## src/rtl/apb_irq_ctrl_if.sv

```systemverilog
// APB slave bus bundle for apb_irq_ctrl.
// The master modport drives the request side; the slave modport returns data.
interface apb_irq_ctrl_if #(
    parameter int APB_ADDR_WIDTH = 12
);
    logic [APB_ADDR_WIDTH-1:0] PADDR;
    logic [31:0]               PWDATA;
    logic                      PWRITE;
    logic                      PSEL;
    logic                      PENABLE;
    logic [31:0]               PRDATA;
    logic                      PREADY;
    logic                      PSLVERR;

    modport master (
        output PADDR, PWDATA, PWRITE, PSEL, PENABLE,
        input  PRDATA, PREADY, PSLVERR
    );

    modport slave (
        input  PADDR, PWDATA, PWRITE, PSEL, PENABLE,
        output PRDATA, PREADY, PSLVERR
    );
endinterface

```

## src/rtl/apb_irq_ctrl.sv

```systemverilog
// APB interrupt controller: edge/level sources, sticky pending, highest-index arbitration.
// Define IRQ_SYNC_EN to insert a 2-flop synchroniser on every source line.
module apb_irq_ctrl #(
    parameter int NUM_IRQ        = 32,
    parameter int APB_ADDR_WIDTH = 12,
    parameter int ID_WIDTH       = 5
) (
    input  logic                clk_i,
    input  logic                rst_i,
    apb_irq_ctrl_if.slave       apb,
    input  logic [NUM_IRQ-1:0]  irq_src_i,
    output logic                irq_req_o,
    output logic [ID_WIDTH-1:0] irq_id_o,
    input  logic                irq_ack_i,
    input  logic [ID_WIDTH-1:0] irq_ack_id_i
);

    localparam logic [2:0] REG_ENABLE  = 3'd0;
    localparam logic [2:0] REG_PENDING = 3'd1;
    localparam logic [2:0] REG_SET     = 3'd2;
    localparam logic [2:0] REG_MODE    = 3'd3;
    localparam logic [2:0] REG_STATUS  = 3'd4;

    logic [NUM_IRQ-1:0] enable;
    logic [NUM_IRQ-1:0] pending;
    logic [NUM_IRQ-1:0] mode;
    logic [NUM_IRQ-1:0] src;
    logic [NUM_IRQ-1:0] src_d;
    logic [NUM_IRQ-1:0] wdata;
    logic [NUM_IRQ-1:0] ack_vec;
    logic [NUM_IRQ-1:0] src_set;
    logic [NUM_IRQ-1:0] sw_set;
    logic [NUM_IRQ-1:0] w1c;
    logic [NUM_IRQ-1:0] pend_next;
    logic [NUM_IRQ-1:0] cand;
    logic [ID_WIDTH-1:0] best_id;
    logic               best_vld;
    logic               access;
    logic               wr;
    logic               mapped;
    logic [2:0]         idx;
    logic [31:0]        rdata;
    logic               unused_bits;

    assign access = apb.PSEL & apb.PENABLE;
    assign idx    = apb.PADDR[4:2];
    assign mapped = (idx <= REG_STATUS);
    assign wr     = access & apb.PWRITE & mapped;
    assign wdata  = apb.PWDATA[NUM_IRQ-1:0];

    assign unused_bits = ^{apb.PADDR, apb.PWDATA};

`ifdef IRQ_SYNC_EN
    logic [NUM_IRQ-1:0] sync_q1;
    logic [NUM_IRQ-1:0] sync_q2;

    // Two-stage synchroniser for asynchronous source lines
    always_ff @(posedge clk_i) begin
        if (rst_i) begin
            sync_q1 <= '0;
            sync_q2 <= '0;
        end else begin
            sync_q1 <= irq_src_i;
            sync_q2 <= sync_q1;
        end
    end

    assign src = sync_q2;
`else
    assign src = irq_src_i;
`endif

    // Previous source value for rising-edge detection
    always_ff @(posedge clk_i) begin
        if (rst_i) begin
            src_d <= '0;
        end else begin
            src_d <= src;
        end
    end

    // Per-bit set/clear terms; set wins so no edge is ever lost
    always_comb begin
        ack_vec = '0;
        for (int i = 0; i < NUM_IRQ; i++) begin
            ack_vec[i] = irq_ack_i &&
                ({{(32-ID_WIDTH){1'b0}}, irq_ack_id_i} == 32'(i));
        end
        src_set   = (mode & src & ~src_d) | (~mode & src);
        sw_set    = (wr && idx == REG_SET)     ? wdata : '0;
        w1c       = (wr && idx == REG_PENDING) ? wdata : '0;
        pend_next = (pending & ~(w1c | ack_vec)) | src_set | sw_set;
    end

    // Configuration and pending registers
    always_ff @(posedge clk_i) begin
        if (rst_i) begin
            enable  <= '0;
            mode    <= '0;
            pending <= '0;
        end else begin
            pending <= pend_next;
            if (wr && idx == REG_ENABLE) begin
                enable <= wdata;
            end
            if (wr && idx == REG_MODE) begin
                mode <= wdata;
            end
        end
    end

    // Highest enabled pending index wins
    always_comb begin
        cand     = pending & enable;
        best_vld = 1'b0;
        best_id  = '0;
        for (int i = 0; i < NUM_IRQ; i++) begin
            if (cand[i]) begin
                best_vld = 1'b1;
                best_id  = ID_WIDTH'(i);
            end
        end
    end

    // Registered request; the ID holds when nothing is requesting
    always_ff @(posedge clk_i) begin
        if (rst_i) begin
            irq_req_o <= 1'b0;
            irq_id_o  <= '0;
        end else begin
            irq_req_o <= best_vld;
            if (best_vld) begin
                irq_id_o <= best_id;
            end
        end
    end

    // Combinational read mux; zero when deselected or unmapped
    always_comb begin
        rdata = '0;
        if (apb.PSEL) begin
            case (idx)
                REG_ENABLE:  rdata = 32'(enable);
                REG_PENDING: rdata = 32'(pending);
                REG_MODE:    rdata = 32'(mode);
                REG_STATUS:  rdata = {irq_req_o,
                                      {(31-ID_WIDTH){1'b0}},
                                      irq_id_o};
                default:     rdata = '0;
            endcase
        end
    end

    assign apb.PRDATA  = rdata;
    assign apb.PREADY  = 1'b1;
    assign apb.PSLVERR = access & ~mapped;

endmodule

```

## src/flat_wrapper.sv

```systemverilog
// flat-port wrapper written by rule: the top's interface ports become plain ports
module apb_irq_ctrl_flat 
#(
    parameter int NUM_IRQ        = 32,
    parameter int APB_ADDR_WIDTH = 12,
    parameter int ID_WIDTH       = 5
)
  (clk_i, rst_i, irq_src_i, irq_req_o, irq_id_o, irq_ack_i, irq_ack_id_i, apb_PADDR, apb_PWDATA, apb_PWRITE, apb_PSEL, apb_PENABLE, apb_PRDATA, apb_PREADY, apb_PSLVERR);
  apb_irq_ctrl_if #(.APB_ADDR_WIDTH(APB_ADDR_WIDTH)) apb_i ();
  input  logic clk_i;
  input  logic rst_i;
  input  logic [NUM_IRQ-1:0] irq_src_i;
  output logic irq_req_o;
  output logic [ID_WIDTH-1:0] irq_id_o;
  input  logic irq_ack_i;
  input  logic [ID_WIDTH-1:0] irq_ack_id_i;
  input wire logic [$bits(apb_i.PADDR)-1:0] apb_PADDR;
  input wire logic [$bits(apb_i.PWDATA)-1:0] apb_PWDATA;
  input wire logic [$bits(apb_i.PWRITE)-1:0] apb_PWRITE;
  input wire logic [$bits(apb_i.PSEL)-1:0] apb_PSEL;
  input wire logic [$bits(apb_i.PENABLE)-1:0] apb_PENABLE;
  output wire logic [$bits(apb_i.PRDATA)-1:0] apb_PRDATA;
  output wire logic [$bits(apb_i.PREADY)-1:0] apb_PREADY;
  output wire logic [$bits(apb_i.PSLVERR)-1:0] apb_PSLVERR;
  assign apb_i.PADDR = apb_PADDR;
  assign apb_i.PWDATA = apb_PWDATA;
  assign apb_i.PWRITE = apb_PWRITE;
  assign apb_i.PSEL = apb_PSEL;
  assign apb_i.PENABLE = apb_PENABLE;
  assign apb_PRDATA = apb_i.PRDATA;
  assign apb_PREADY = apb_i.PREADY;
  assign apb_PSLVERR = apb_i.PSLVERR;
  apb_irq_ctrl #(.NUM_IRQ(NUM_IRQ), .APB_ADDR_WIDTH(APB_ADDR_WIDTH), .ID_WIDTH(ID_WIDTH)) u_core (.clk_i(clk_i), .rst_i(rst_i), .apb(apb_i), .irq_src_i(irq_src_i), .irq_req_o(irq_req_o), .irq_id_o(irq_id_o), .irq_ack_i(irq_ack_i), .irq_ack_id_i(irq_ack_id_i));
endmodule
```

## config.mk

```make
export PLATFORM = sky130hd
export DESIGN_NAME = apb_irq_ctrl_flat
export DESIGN_NICKNAME = d
export VERILOG_FILES = /design/src/rtl/apb_irq_ctrl_if.sv /design/src/rtl/apb_irq_ctrl.sv /design/src/flat_wrapper.sv
export SDC_FILE = /design/constraint.sdc
export NUM_CORES = 1
export LEC_CHECK = 0
export ABC_AREA = 1
export BUFFER_PORTS_ARGS = -buffer_cell sky130_fd_sc_hd__buf_4
export CAP_MARGIN = 10
export CORE_ASPECT_RATIO = 1.4
export CORE_MARGIN = 10
export CORE_UTILIZATION = 35
export CTS_CLUSTER_SIZE = 24
export DETAILED_ROUTE_END_ITERATION = 8
export SLEW_MARGIN = 20
export SYNTH_ARGS = -nofsm -noshare
export SYNTH_HDL_FRONTEND = slang
export SYNTH_SLANG_ARGS = --single-unit
```

## constraint.sdc

```tcl
create_clock -name clk_i -period 2 [get_ports clk_i]
set_input_delay 0.1 -clock clk_i [delete_from_list [all_inputs] [get_ports clk_i]]
set_output_delay 0.1 -clock clk_i [all_outputs]
set_load 0.1 [all_outputs]
```

==> results list, run 1 <==
* Result of the run: complete, but fails checks
- Violated checks: setup timing
- At the end of routability-driven placement, the weighted congestion stood at between 0.8 and 0.9.
- Nets: approximately 1200
- Number of pins with negative max-slew slack in the final report: 0
- Via Count: around 6700
* Initial DRC Count: ~440
- 127 I/O pins were placed.
* Category of the worst setup path launch point: flip-flop
- The critical path in this run is classified as flip-flop to flip-flop.
* Sinks on the clock net: ~130
- Post-DP HPWL: approximately 16000 µm
- Row generation in the floorplan step produced between 50 and 60 rows.
- Measured along the x axis, the die boundary spans ~130 µm.
* R2r setup slk: -0.06 ns
- Detailed Route WL: around 22000 µm
- Leak: ~0.004 µW
- Maximum ir drop on the vdd rail: 471.0 µV
- TritonCTS buffer count: 17
- Counting flops and latches in the post-synthesis netlist gives ~130.
- After technology mapping, the gate count stands at between 900 and 1000.
* Cell depth of the worst min-delay path: 3
- Counting the fill cells in the layout gives ~1800.
* Final Cell Area: ~0.0090 mm²
* Router iterations before antenna repair: 8
- Slowest-stage cell, CP: sky130_fd_sc_hd__dfxtp_2
- Dividing the detail-routed wire length by the instance count gives about 16 µm.
- For this run, design rule violations remaining after detail routing come to 0.
* Worst-path fanout max: 2
* Critical path capture point type: flip-flop
- The final-report hold violation count was 0.
* Max stage delay on crit path: around 0.34 ns
* Die Ht: about 180 µm
* Sum of overflow across all layers after global routing: 0
- Post-Synthesis Net Count: ~1000
- The mapped netlist covers around 0.0062 mm².
* Placeable core region: about 0.017 mm²
* RSZ-0062 raised after global routing: yes
* Average instance area after synthesis: roughly 6.6 µm²
* Worst Clk Skew: approximately 0.01 ns
* Layout cell share with drive strength beyond 1: between 10% and 20%
* Clock transition time at the flip-flop clock pins of the worst setup and hold paths: roughly 0.07 ns
- The H-tree was split into 4 levels.
- Min setup slack post-route: -0.06370 ns
- Total global routing track utilization: 18.70%
- The Yosys step of the flow raised 0 warnings.
- Deepest clock path buffer count: 2
- Final worst-path cycle share: 103.2%
- Sequential elements use 42.94% of the synthesized area.
- Cell taking the most area after synthesis: sky130_fd_sc_hd__dfxtp_1
- The share of synthesized area in the top cell type comes to 42.94%.
- Required time of the critical path: about 2.4 ns
* Final antenna-violating net count: 0
- Entering global routing, the biggest net connects 68 pins.
- For the pin with the worst max-slew slack, the measured transition is a little under 1 ns.
* Crit path time final: ~2.1 ns
- The startpoint identified for the worst hold timing path is rst_i.
- Peak Freq: 484.6 MHz
* Cell Count Post-Placement: between 1000 and 1500
- Final design utilization: about half
- The path class of the tightest hold or removal check is input port to flip-flop.
- Starting Density: a little over a third
- Library cell appearing most often on the critical path: sky130_fd_sc_hd__nand2_1
- The path with the worst hold slack has its endpoint at u_core.src_d[26].
- Final Non-Filler Cells: around 1400
- Root Buffer Master: sky130_fd_sc_hd__clkbuf_16
* Input/output buffers: 116
- Antenna violations before repair: 0
* First-pass GRT wire length: approximately 35000 µm
* Final TNS setup: -0.06370 ns
- Vias/cell: 4.897
- Final number of setup-violating endpoints: 1
- Summing all multi-input logic gate instances after layout gives about 0.0032 mm².
- The floorplan step defined a die boundary enclosing 0.02367 mm².
- From synthesis to final layout, the design area changed by 43.56%.
- Post-synthesis cell type count: 26
- Prior to clock tree synthesis, the placed netlist has a worst setup slack of -0.04122 ns.
- Headroom to the max-slew limit: 35.28%
- Pwr per Cell Area: 789.3 mW/mm²
* Area of all sequential standard cells: 0.002686 mm²
* Reg2reg end: u_core.irq_id_o[0]
- Worst R2R Path Depth: 32
- Antenna cells: 0
- Insertion delay to the later sink of the worst-skew pair: between 0.4 and 0.5 ns
- In this run the critical register-to-register path is launched from u_core.enable[1].
* Largest cells by area after synthesis: sky130_fd_sc_hd__dfxtp_1, sky130_fd_sc_hd__nand2_1, sky130_fd_sc_hd__nor2_1
* Via count of the first global-routing pass: 6564
- Data arrives at the worst endpoint at between 2 and 2.5 ns.
* Maximum Capacitance Violations: 0
* Post-Place Cell Area: roughly 0.0077 mm²
- TritonCTS built the clock tree.
## synthesized netlist by cell type
cell / count
sky130_fd_sc_hd__o211ai_1: 6
sky130_fd_sc_hd__a221oi_1: 22
sky130_fd_sc_hd__dfxtp_1: 134
sky130_fd_sc_hd__a22oi_1: 5
sky130_fd_sc_hd__o21ai_1: 40
sky130_fd_sc_hd__a31oi_1: 42
sky130_fd_sc_hd__conb_1: 1
sky130_fd_sc_hd__buf_2: 1
sky130_fd_sc_hd__buf_1: 3
sky130_fd_sc_hd__nor4_1: 2
sky130_fd_sc_hd__nand4_1: 1
sky130_fd_sc_hd__nor2_1: 170
sky130_fd_sc_hd__nand2_1: 267
sky130_fd_sc_hd__inv_2: 5
sky130_fd_sc_hd__a21oi_1: 36
sky130_fd_sc_hd__inv_1: 82
sky130_fd_sc_hd__nand3_1: 34
sky130_fd_sc_hd__buf_4: 1
sky130_fd_sc_hd__nor3_1: 3
sky130_fd_sc_hd__a21oi_2: 1
sky130_fd_sc_hd__nand2_2: 7
sky130_fd_sc_hd__nand2_4: 4
sky130_fd_sc_hd__o21ai_0: 34
sky130_fd_sc_hd__clkinv_1: 1
sky130_fd_sc_hd__clkbuf_1: 43
sky130_fd_sc_hd__o21bai_1: 2
## per-stage QoR
step | hold WS, ns | power, µW
global placement | 0.3114 | 3738
global route | 0.1941 | 7322
CTS | 0.1766 | 7127
floorplan | 0.2070 | 3395
detailed placement | 0.3182 | 3743
finish | 0.1852 | 7079
## state kept, by name, indices dropped and copies added, names as in the netlist
name / count
u_core.irq_id_o: 5
u_core.irq_req_o: 1
u_core.mode: 32
u_core.pending: 32
u_core.enable: 32
u_core.src_d: 32
## worst max-delay path: cells and delay by family, from the launching register on
family	cells	cell delay (ns)
buffers and inverters	1	0.05
AND/OR/NAND/NOR	30	1.47
flip-flops	1	0.34
AO/OA/AOI/OAI	1	0.12
## worst max path at each step
| stage | startpoint | end | slack [ns] |
|---|---|---|---|
| 2_1_floorplan | apb_PADDR[4] | apb_PRDATA[12] | -0.50 |
| 3_3_place_gp | u_core.pending[1] | u_core.irq_id_o[0] | -0.02 |
| 3_5_place_dp | u_core.enable[1] | u_core.irq_id_o[0] | -0.04 |
| 4_1_cts | u_core.pending[1] | u_core.irq_id_o[0] | -0.05 |
| 5_1_grt | u_core.enable[1] | u_core.irq_id_o[0] | -0.44 |
| 6_report | u_core.enable[1] | u_core.irq_id_o[0] | -0.06 |
## layer usage
metal | up-vias | GRT usage (%) | share of wire [%]
li1 | 3428 | - | -
met1 | 3100 | 22.55 | 44
met2 | 186 | 32.86 | 50
met3 | 19 | 3.407 | 4.6
met4 | 0 | 5.928 | 1.5
met5 | - | 0 | 0
## layout make-up
class	instances	share of cell area (%)
Clock buffer	19	5.050
Clock inverter	13	1.869
Inverter	88	3.683
Multi-Input combinational cell	677	35.98
Sequential cell	134	29.95
Tap cell	236	3.292
Timing Repair Buffer	208	20.17
## cells by family after synthesis
family | count (synthesis) | share of synthesized area, %
AND/OR/NAND/NOR | 488 | 30.94
AO/OA/AOI/OAI | 188 | 17.80
flip-flops | 134 | 42.94
other | 1 | 0.06003
buffers and inverters | 136 | 8.251
## power by group
group	leakage (µW)	switching, µW	internal, µW	total [µW]
Combinational	0.00261	570	360	930
Sequential	0.00110	75.9	2780	2860
Clock	0.000301	1240	2040	3290
## placed cells by master, fill, tap and decap left out, drive strengths merged, types with 5 or more instances in the layout
master,netlist,final
nand2,278,278
nor2,170,170
buf,5,144
dfxtp,134,134
inv,87,93
o21ai,74,74
dlygate4sd3,0,64
a31oi,42,42
a21oi,37,37
nand3,34,34
a221oi,22,22
clkbuf,43,19
o211ai,6,6
a22oi,5,5
## repair_timing
item                                    in CTS  in global routing
setup buffers                                1                  1
endpoints found under the setup margin       1                  1
hold buffers                                64                  0
hold endpoints to repair                   127                  0
gates resized for setup                      4                  3
pin swaps                                    1                  4
No activity file was read; power rests on OpenSTA's default activity.
==> inputs of run 2 (changes only) <==
CORE_MARGIN = 2   (was 10)
CORE_UTILIZATION = 40   (was 35)
clock period = 2.5 ns   (was 2 ns; I/O delays follow)
==> run 2 against run 1 <==
The run now ends clean. Sequential power decreased by 20%. Die area shrank 30%. Cell area is 3.5% lower. Largest power group unchanged.
==> results list, run 2 (same netlist as run 1, synthesis figures left out) <==
- Pin count of the biggest net entering global routing: 68 (unchanged)
- The number of nets at the end of the flow was 1199 (-1.2%).
* Die outline area: 0.01665 mm² (-30%)
- Max stage delay on crit path: 0.36 ns (+0.02 ns)
- DRC violations left: 0 (unchanged)
- The number of global-route vias before repair came to 6425 (-2.1%).
- Router iterations before antenna repair: 5 (-3)
- Final worst-path cycle share: 87.12% (-16 points)
- Detailed Route WL: 20980 µm (-6.6%)
- Final TNS setup: 0 ns (+0.06370 ns)
- STA classifies the critical path endpoint as a flip-flop.
- Final Cell Area: 0.008655 mm² (-3.5%)
* Top-level I/O count: 127 (unchanged)
- Top library cells by usage in the layout, fill and taps aside: sky130_fd_sc_hd__nand2_1, sky130_fd_sc_hd__nor2_1, sky130_fd_sc_hd__dfxtp_1
- The buffer levels on the longest clock path was 2 (unchanged).
* Number of buffers inserted by post-CTS setup repair: 0 (-1)
- Required time of the critical path: 2.86 ns (+0.51 ns)
- Worst Clk Skew: 0.01047 ns (+0.0002888 ns)
- The number of buffers created by CTS came to 17 (unchanged).
- Final hold violations: 0 (unchanged)
- The arrival time at the worst endpoint is 2.54 ns (+0.13 ns).
* Min setup slack post-route: 0.3219 ns (+0.3856 ns)
* Placeable core region: 0.01540 mm² (-12%)
- CTS tree: yes
- Die Ht: 151.9 µm (-15%)
- Starting Density: 40.55% (+4.8 points)
* Maximum Capacitance Violations: 0 (unchanged)
- Clock transition time at the flip-flop clock pins of the worst setup and hold paths: 0.06 ns (about the same)
* Antenna violations before repair: 0 (unchanged)
* Slowest-stage cell, CP: sky130_fd_sc_hd__dfxtp_1
* Resize count post-CTS: 0 (-4)
- Number of pins with negative max-slew slack in the final report: 0 (unchanged)
- Relative to the synthesized area, the layout overhead comes to 38.53%.
* Site Rows: 54 (-5.3%)
- Wire length per cell: 15.88 µm (-2.8%)
- Crit path time final: 2.178 ns (+0.1144 ns)
- The total grt overflow is 0 (unchanged).
* First-pass GRT wire length: 33040 µm (-6.9%)
- The total chip power was 5568 µW (-21%).
- STA classifies the critical path startpoint as a flip-flop.
* Final number of setup-violating endpoints: 0 (-1)
- The count of input and output buffers was 116 (unchanged).
* Headroom to the max-slew limit: 35.97% (+0.69 points)
* RSZ-0062 raised after global routing: no
- Vias/cell: 5.112 (+4.4%)
* Number of fill cells in the layout: 1539 (-13%)
- Worst Setup Slack post-DPL: 0.3513 ns (+0.3925 ns)
- Most common cell after layout, fill and taps aside: sky130_fd_sc_hd__nand2_1
- Antenna cells: 0 (unchanged)
* Result of the run: finished, final reports clean
- The maximum clock rate came to 459.1 MHz (-5.3%).
* H-tree depth: 4 (unchanged)
- The total routing resource utilization after global routing was 25.72% (+7.0 points).
* Via Count: 6753 (+0.30%)
* Maximum ir drop on the vdd rail: 352.4 µV (-25%)
- Leak: 0.003898 µW (-2.9%)
* Library cell appearing most often on the critical path: sky130_fd_sc_hd__nand2_1
* Pwr per Cell Area: 643.4 mW/mm² (-18%)
- The top fanout value on the critical path came to 3 (+1).
- Initial DRC Count: 465 (+5.2%)
- The die outline width was 109.6 µm (-18%).
* Layout cell share with drive strength beyond 1: 18.67% (-1.0 points)
- Root Buffer Master: sky130_fd_sc_hd__clkbuf_16
- The clock latency on the worst-skew pair came to 0.43 ns (about the same).
- Type of the setup path with the least slack: flip-flop to flip-flop
* Hold buffers post-CTS: 64 (unchanged)
* Sinks on the clock net: 134 (unchanged)
- The worst hold path belongs to the class input port to flip-flop.
* Post-Place Cell Area: 0.007413 mm² (-3.5%)
- Final weighted congestion of routability-driven global placement: 0.8617 (-0.17%)
* Post-DP HPWL: 13730 µm (-12%)
- The worst-margin pin slew was 0.9591 ns (-0.01176 ns).
* Final antenna-violating net count: 0 (unchanged)
- Hold slack: 0.2630 ns (+0.07773 ns)
[run 2: cell type report]
class	count	area, µm²	area share [%]
clock inverters	13	147.6	1.706
inverters	88	330.3	3.817
flip-flops and latches	134	2683	31.00
repair buffers	194	1642	18.97
multi-input cells	677	3154	36.45
clock buffers	19	452.9	5.233
well taps	196	245.2	2.834
[run 2: per-stage QoR]
stage                     instances  utilization (%)
after detailed placement       1225            48.12
final                          1321            56.18
after floorplan                 947                -
after global routing           1321            56.18
after CTS                      1321            56.18
after global placement         1225            48.12
[run 2: critical path, delay by kind of cell (launching register included)]
family          cells  cell delay, ns
buf+inv             1            0.05
flops               1            0.36
simple gates       30            1.59
compound gates      1            0.11
[run 2: routing by layer]
layer | GRT usage (%) | vias to the layer above | wire length [µm]
met2 | 43.83 | 222 | 10520
met4 | 6.570 | 0 | 297
met1 | 33.09 | 3112 | 8906
li1 | - | 3395 | -
met3 | 4.719 | 24 | 1254
met5 | 0 | - | 0
[run 2: power by group]
part           switching, µW  leakage (µW)  internal [µW]
clock network           1030      0.000283           1530
logic                    445       0.00251            273
registers               62.0       0.00110           2230
[run 2: final timing paths]
path                     start  slack (ns)                  to  cells after the start
max          u_core.pending[1]        0.32  u_core.irq_id_o[0]                     32
min                      rst_i        0.26   u_core.enable[25]                      4
max reg2reg  u_core.pending[1]        0.32  u_core.irq_id_o[0]                     32
min reg2reg    u_core.mode[19]        0.47     u_core.mode[19]                      2
